### config.mk
export PLATFORM = sky130hd
export DESIGN_NAME = pipe_stall_ctrl
export DESIGN_NICKNAME = d
export VERILOG_FILES = /design/src/rtl/pipe_stall_ctrl.sv
export SDC_FILE = /design/constraint.sdc
export NUM_CORES = 1
export LEC_CHECK = 0
export ABC_AREA = 1
export BUFFER_PORTS_ARGS = -buffer_cell sky130_fd_sc_hd__buf_4
export CORE_AREA = 2 2 87 89
export CTS_BUF_LIST = sky130_fd_sc_hd__clkbuf_8
export DETAILED_ROUTE_END_ITERATION = 10
export DIE_AREA = 0 0 89 91
export PLACE_DENSITY = 0.89
export SLEW_MARGIN = 15
export SYNTH_ARGS = -nofsm -noshare
export SYNTH_HDL_FRONTEND = slang
export SYNTH_SLANG_ARGS = --single-unit
### constraint.sdc
create_clock -name clk_i -period 1.9 [get_ports clk_i]
set_input_delay 0.285 -clock clk_i [delete_from_list [all_inputs] [get_ports clk_i]]
set_output_delay 0.285 -clock clk_i [all_outputs]
set_load 0.1 [all_outputs]
### src/rtl/pipe_stall_ctrl.sv
// Stall/flush sequencer for the 5-stage pipeline: merges load-use, taken-branch,
// multi-cycle EX and data-memory-wait requests into per-register enables, plus perf counters.
//
// state | meaning
// RUN   | normal flow, requests accepted
// LDU   | single load-use bubble cycle, requests masked
// MC    | multi-cycle EX op in progress, pipe held
module pipe_stall_ctrl #(
  parameter int MC_LAT = 4,
  parameter int CNT_W  = 32
) (
  input  logic             clk_i,
  input  logic             rst_i,
  input  logic             ld_use_i,
  input  logic             br_taken_i,
  input  logic             mc_start_i,
  input  logic             dmem_wait_i,
  output logic             pc_write_o,
  output logic             ifid_write_o,
  output logic             ifid_flush_o,
  output logic             idex_write_o,
  output logic             idex_bubble_o,
  output logic             exmem_write_o,
  output logic [1:0]       state_o,
  output logic [CNT_W-1:0] stall_cnt_o,
  output logic [CNT_W-1:0] flush_cnt_o
);

  localparam int CW = $clog2(MC_LAT);

  typedef enum logic [1:0] {
    RUN = 2'd0,
    LDU = 2'd1,
    MC  = 2'd2
  } state_t;

  state_t          state_q, state_nxt;
  logic [CW-1:0]   cnt_q, cnt_nxt;
  logic            flush_inc;
  logic [CNT_W-1:0] stall_cnt_q, flush_cnt_q;

  always_comb begin
    pc_write_o    = 1'b1;
    ifid_write_o  = 1'b1;
    ifid_flush_o  = 1'b0;
    idex_write_o  = 1'b1;
    idex_bubble_o = 1'b0;
    exmem_write_o = 1'b1;
    state_nxt     = state_q;
    cnt_nxt       = cnt_q;
    flush_inc     = 1'b0;

    if (rst_i) begin
      pc_write_o    = 1'b0;
      ifid_write_o  = 1'b0;
      ifid_flush_o  = 1'b1;
      idex_write_o  = 1'b0;
      idex_bubble_o = 1'b1;
      exmem_write_o = 1'b0;
    end else if (dmem_wait_i) begin
      // global freeze: state and cnt hold, other requests dropped
      pc_write_o    = 1'b0;
      ifid_write_o  = 1'b0;
      idex_write_o  = 1'b0;
      exmem_write_o = 1'b0;
    end else begin
      unique case (state_q)
        RUN: begin
          if (mc_start_i) begin
            pc_write_o    = 1'b0;
            ifid_write_o  = 1'b0;
            idex_write_o  = 1'b0;
            exmem_write_o = 1'b0;
            cnt_nxt       = CW'(MC_LAT - 1);
            state_nxt     = MC;
          end else if (br_taken_i) begin
            // load-use on a wrong-path instruction is irrelevant once it is flushed
            ifid_flush_o  = 1'b1;
            idex_bubble_o = 1'b1;
            flush_inc     = 1'b1;
          end else if (ld_use_i) begin
            pc_write_o    = 1'b0;
            ifid_write_o  = 1'b0;
            idex_bubble_o = 1'b1;
            state_nxt     = LDU;
          end
        end
        LDU: begin
          state_nxt = RUN;
        end
        MC: begin
          pc_write_o    = 1'b0;
          ifid_write_o  = 1'b0;
          idex_write_o  = 1'b0;
          exmem_write_o = 1'b0;
          cnt_nxt       = cnt_q - CW'(1);
          if (cnt_q == CW'(1)) state_nxt = RUN;
        end
        default: begin
          state_nxt = RUN;
        end
      endcase
    end
  end

  always_ff @(posedge clk_i) begin
    if (rst_i) begin
      state_q     <= RUN;
      cnt_q       <= '0;
      stall_cnt_q <= '0;
      flush_cnt_q <= '0;
    end else begin
      state_q <= state_nxt;
      cnt_q   <= cnt_nxt;
      if (!pc_write_o) stall_cnt_q <= stall_cnt_q + CNT_W'(1);
      if (flush_inc)   flush_cnt_q <= flush_cnt_q + CNT_W'(1);
    end
  end

  assign state_o     = state_q;
  assign stall_cnt_o = stall_cnt_q;
  assign flush_cnt_o = flush_cnt_q;

endmodule

Yosys cells after proc, flatten, opt, wreduce, memory -nomap -nowiden
Cells that the tools add are included.
{"block": "totals", "regBits": 68, "in_bits": 6}
{"block": "op_classes", "n_reduce_logical": 4, "mux": 29, "add_sub_neg": 3, "eq_ne": 6, "bitwise": 1}
{"op": "$add A32 B1 Y32 const B", "count": 2}
{"op": "$mux W1", "count": 20}
{"op": "$mux W2", "count": 5}
{"op": "$pmux W2 S2", "count": 2}
{"op": "$ne A3 B3 Y1 const B", "count": 2}
{"op": "$ne A2 B2 Y1 const B", "count": 2}
{"op": "$pmux W1 S2", "count": 2}
{"op": "$reduce_and A4 Y1", "count": 1}
{"op": "$reduce_and A3 Y1", "count": 1}
{"op": "$eq A2 B1 Y1 const B", "count": 1}
{"op": "$eq A2 B2 Y1 const B", "count": 1}
{"op": "$logic_not A2 Y1", "count": 1}
{"op": "$reduce_bool A2 Y1", "count": 1}
{"op": "$sub A2 B1 Y2 const B", "count": 1}
{"op": "$not A1 Y1", "count": 1}

Logic depth before layout (Yosys ltp)
{"block": "logic_depth", "word_depth": 6, "mapped_depth": 11, "ltp_nobuf": 11}

Worst setup path before layout
Ideal clock, no wire load.
{"block": "synth_path", "kind": "register to output", "from": "reg state_q[1] (netlist: state_o[1])", "to": "out idex_bubble_o", "path_slack_ps": -1629, "n_path_buf": 0, "t_required_ps": 1615, "stages_incl_launch_ff": 4, "t_arrival_ps": 3244, "path_cell_list": "dfxtp_1 > nor2_4 > nand2_2 > o21ai_0"}
{"block": "synth_via", "elab_chain_cells": 4}
{"element": "start: declaration", "line": "37", "rtl": "state_t state_q, state_nxt;"}
{"element": "start signal: assignment", "line": "113", "rtl": "state_q <= state_nxt;"}
{"element": "$logic_not A2 Y1", "line": "67", "rtl": "unique case (state_q)"}
{"element": "$mux W1", "line": "67"}
{"element": "$mux W1", "line": "60", "rtl": "end else if (dmem_wait_i) begin"}
{"element": "$mux W1", "line": "53", "rtl": "if (rst_i) begin"}
{"element": "end: declaration", "line": "22", "rtl": "output logic idex_bubble_o,"}
Every way passes these cells.

Worst setup path in the final report
{"block": "layout_path", "from": "reg state_q[1] (netlist: state_o[1])", "to": "out ifid_write_o"}
{"block": "layout_via", "elab_chain_cells": 4, "word_cells_on_any_way": 5, "cone_classes": "1 x eq/ne; 3 x mux; 1 x reduce/logical"}
{"element": "$eq A2 B2 Y1 / $logic_not A2 Y1 (equally long branches)", "line": "67"}
{"element": "$pmux W1 S2 (*)", "line": "67"}
{"element": "$mux W1 (*)", "line": "60"}
{"element": "$mux W1 (*)", "line": "53"}
{"element": "end: declaration", "line": "19", "rtl": "output logic ifid_write_o,"}
Every way passes the cells marked *; elsewhere a longest branch is shown, timed or not.

==> out/qor.yml <==
cells_and_area:
  n_antenna_cell: 0
  num-nets-final: 693
  design_area_um2: 4770
  mostFrequentLayoutCells: "nand2_1 (155), nor2_1 (121), buf_4 (81)"
  layout_commonest_cell: "nand2_1"
  post-route-util_pct: 66.8
  fillCellCount: 633
  drive_above_1_share_pct: 24.7
  fin_cells: 788
  area_growth_pct: 25.2
synthesis:
  syn_avg_cell_area_um2: 6.31
  syn_area_um2: 3810
  synth_top_area_share_pct: 35.8
  synth_seq_area_share_pct: 35.8
  synth_cell_types: 38
  synth.ff_latch_count: 68
  synth.area.top_cells: "dfxtp_1 (36%), nand2_1 (15%), nor2_1 (12%)"
  syn-num-nets: 612
  synthCells: 603
  synth_top_area_cell: "dfxtp_1"
  yosysWarningCount: 0
setup_path:
  end_kind: "output pin"
  cp-start-kind: "register"
  path_class: "register to output pin"
  arrival_ns: 1.59
  cp_max_fo: 12
  reg2reg_depth: 10
  rr_startpoint: "stall_cnt_o[0]$_SDFFE_PP0N_"
  crit_end: "ifid_write_o"
  startpoint: "state_o[1]$_SDFFE_PP0P_"
  reg2reg_slack_ns: 0.23
  cp_data_required_time_ns: 1.62
  r2r_end: "stall_cnt_o[28]$_SDFFE_PP0N_"
sta:
  clock.fmax_mhz: 535
  fin_crit_sh_pct: 98.4
  rsz0062_at_grt: "true"
  holdWs_ns: 0.221
  fin_crit_ns: 1.87
  setup_viol: 0
  tightest_slew_ns: 0.524
  fin_skew_ns: 0.0112
  slew_violations: 0
  max_slew_margin_pct: 64.9
  setup_tns_ns: 0
  hold_violations: 0
grt:
  grt-busiest-layer: "met2"
  use_met3_pct: 4.55
  overflow: 0
  track_usage_pct: 25.3
  use_met1_pct: 30.7
  grt_pass1_wl_um: 16800
  use_met2_pct: 44.0
  grt_max_degree: 28
  grt_pass1_vias: 3853
  antenna_found_initial: 0
cts:
  cts_sinks: 68
  numCtsBuffers: 9
  worstSkewPairLatency_ns: 0.35
  cts_setup_buffers: 0
  root_buffer: "clkbuf_8"
  cts_tree: "done"
  cts_max_path_buffers: 2
  htreeDepth: 3
  clk_pin_slew_worst_paths_ns: 0.08
routing:
  final_antenna_net_count: 0
  num_vias: 4207
  viasPerCell: 5.34
  wl_per_cell_um: 12.7
  first_iter_violations: 202
  firstDrtPassIters: 5
  route.detailed.drc: 0
  wl_um: 10000
floorplanning:
  die-area_um2: 8100
  core.rowCount: 31
  core_um2: 7140
  top_level_ports: 78
  die-width_um: 89
  start_util_pct: 53.3
  dieHeight_um: 91
min_path:
  hp-class: "input pin to register"
placed_design:
  portBuffers: 77
  dp_cells: 772
  gp_congestion: 0.943
  place_hpwl_um: 7410
  placed_area_um2: 4550
pwr:
  p_per_area_nw_per_um2: 631
  leakagePower_nw: 2.06
  ir_worst_vdd_uv: 354
flow_run:
  drv_cap: 0
outcome:
  status: "complete, no violations"
[state kept, by name, summed over array words and instances (netlist names)]
name         count
stall_cnt_o     32
cnt_q            2
flush_cnt_o     32
state_o          2
[repair_timing]
item	4_1_cts	5_1_grt
endpoints found under the setup margin	0	3
hold endpoints to repair	0	0
resized for setup	0	1
hold buffers	0	0
[cells in the mapped netlist, drive strengths merged]
cell type  count
a211oi         3
a21o           2
a21oi         28
a31oi          3
and2           1
and3           1
buf           11
dfxtp         68
ha             3
inv           79
nand2        157
nand3         49
nand3b         5
nand4         14
nor2         137
nor3          13
nor3b          1
o211ai         1
o21a           2
o21ai         19
o221ai         1
o22ai          1
or2            1
xnor2          1
xor2           2
[metal layers]
metal / up-vias / wire length (um)
met4: 0 / 197
met1: 1913 / 4120
li1: 2085 / -
met2: 184 / 4970
met3: 25 / 734
met5: - / 0
[worst min path at each step]
stage / startpoint / to / slack [ns] / depth (start not counted)
floorplan: dmem_wait_i / state_o[0]$_SDFFE_PP0P_ / 0.43 / 2
global placement: stall_cnt_o[0]$_SDFFE_PP0N_ / stall_cnt_o[0]$_SDFFE_PP0N_ / 0.45 / 1
detailed placement: stall_cnt_o[12]$_SDFFE_PP0N_ / stall_cnt_o[12]$_SDFFE_PP0N_ / 0.45 / 1
CTS: dmem_wait_i / state_o[0]$_SDFFE_PP0P_ / 0.22 / 3
global route: rst_i / stall_cnt_o[1]$_SDFFE_PP0N_ / 0.22 / 2
finish: rst_i / stall_cnt_o[1]$_SDFFE_PP0N_ / 0.22 / 2
[report_power, final]
group / internal, mW / switching [mW] / leakage [nW]
combinational: 0.0674 / 0.223 / 1.39
clock: 0.680 / 0.584 / 0.102
sequential: 1.44 / 0.0158 / 0.570
[worst max-delay path, cell delays in order (launching register included)]
cell and delay, ns:
dfxtp_4 0.38, o21ai_2 0.23, nand3_4 0.19, inv_4 0.14, buf_4 0.30
[area by class of cell]
cell class / instances / area (um2) / area share, %
Multi-Input combinational cell: 445 / 2100 / 44.1
Sequential cell: 68 / 1420 / 29.7
Timing Repair Buffer: 81 / 608 / 12.8
Inverter: 79 / 303 / 6.35
Clock buffer: 11 / 151 / 3.18
Tap cell: 99 / 124 / 2.60
Clock inverter: 5 / 58.8 / 1.23
[through the flow]
| step | total power [mW] | worst slack, ns |
|---|---|---|
| after CTS | 3.02 | 0.0164 |
| final | 3.01 | 0.0295 |
| after global placement | 1.77 | 0.333 |
| after global routing | 3.12 | -0.0428 |
| after floorplan | 1.71 | 0.00794 |
| after detailed placement | 1.78 | 0.273 |
[cell families (layout without fill, tap and decap cells)]
logic type,after synthesis,count (layout),synth area share [%]
buf+inv,90,176,9.23
simple gates,379,379,44.6
xor+xnor,3,3,0.690
fa+ha+maj,3,3,0.986
flops,68,68,35.8
compound gates,60,60,8.74
(Power assumes the default switching activity.)
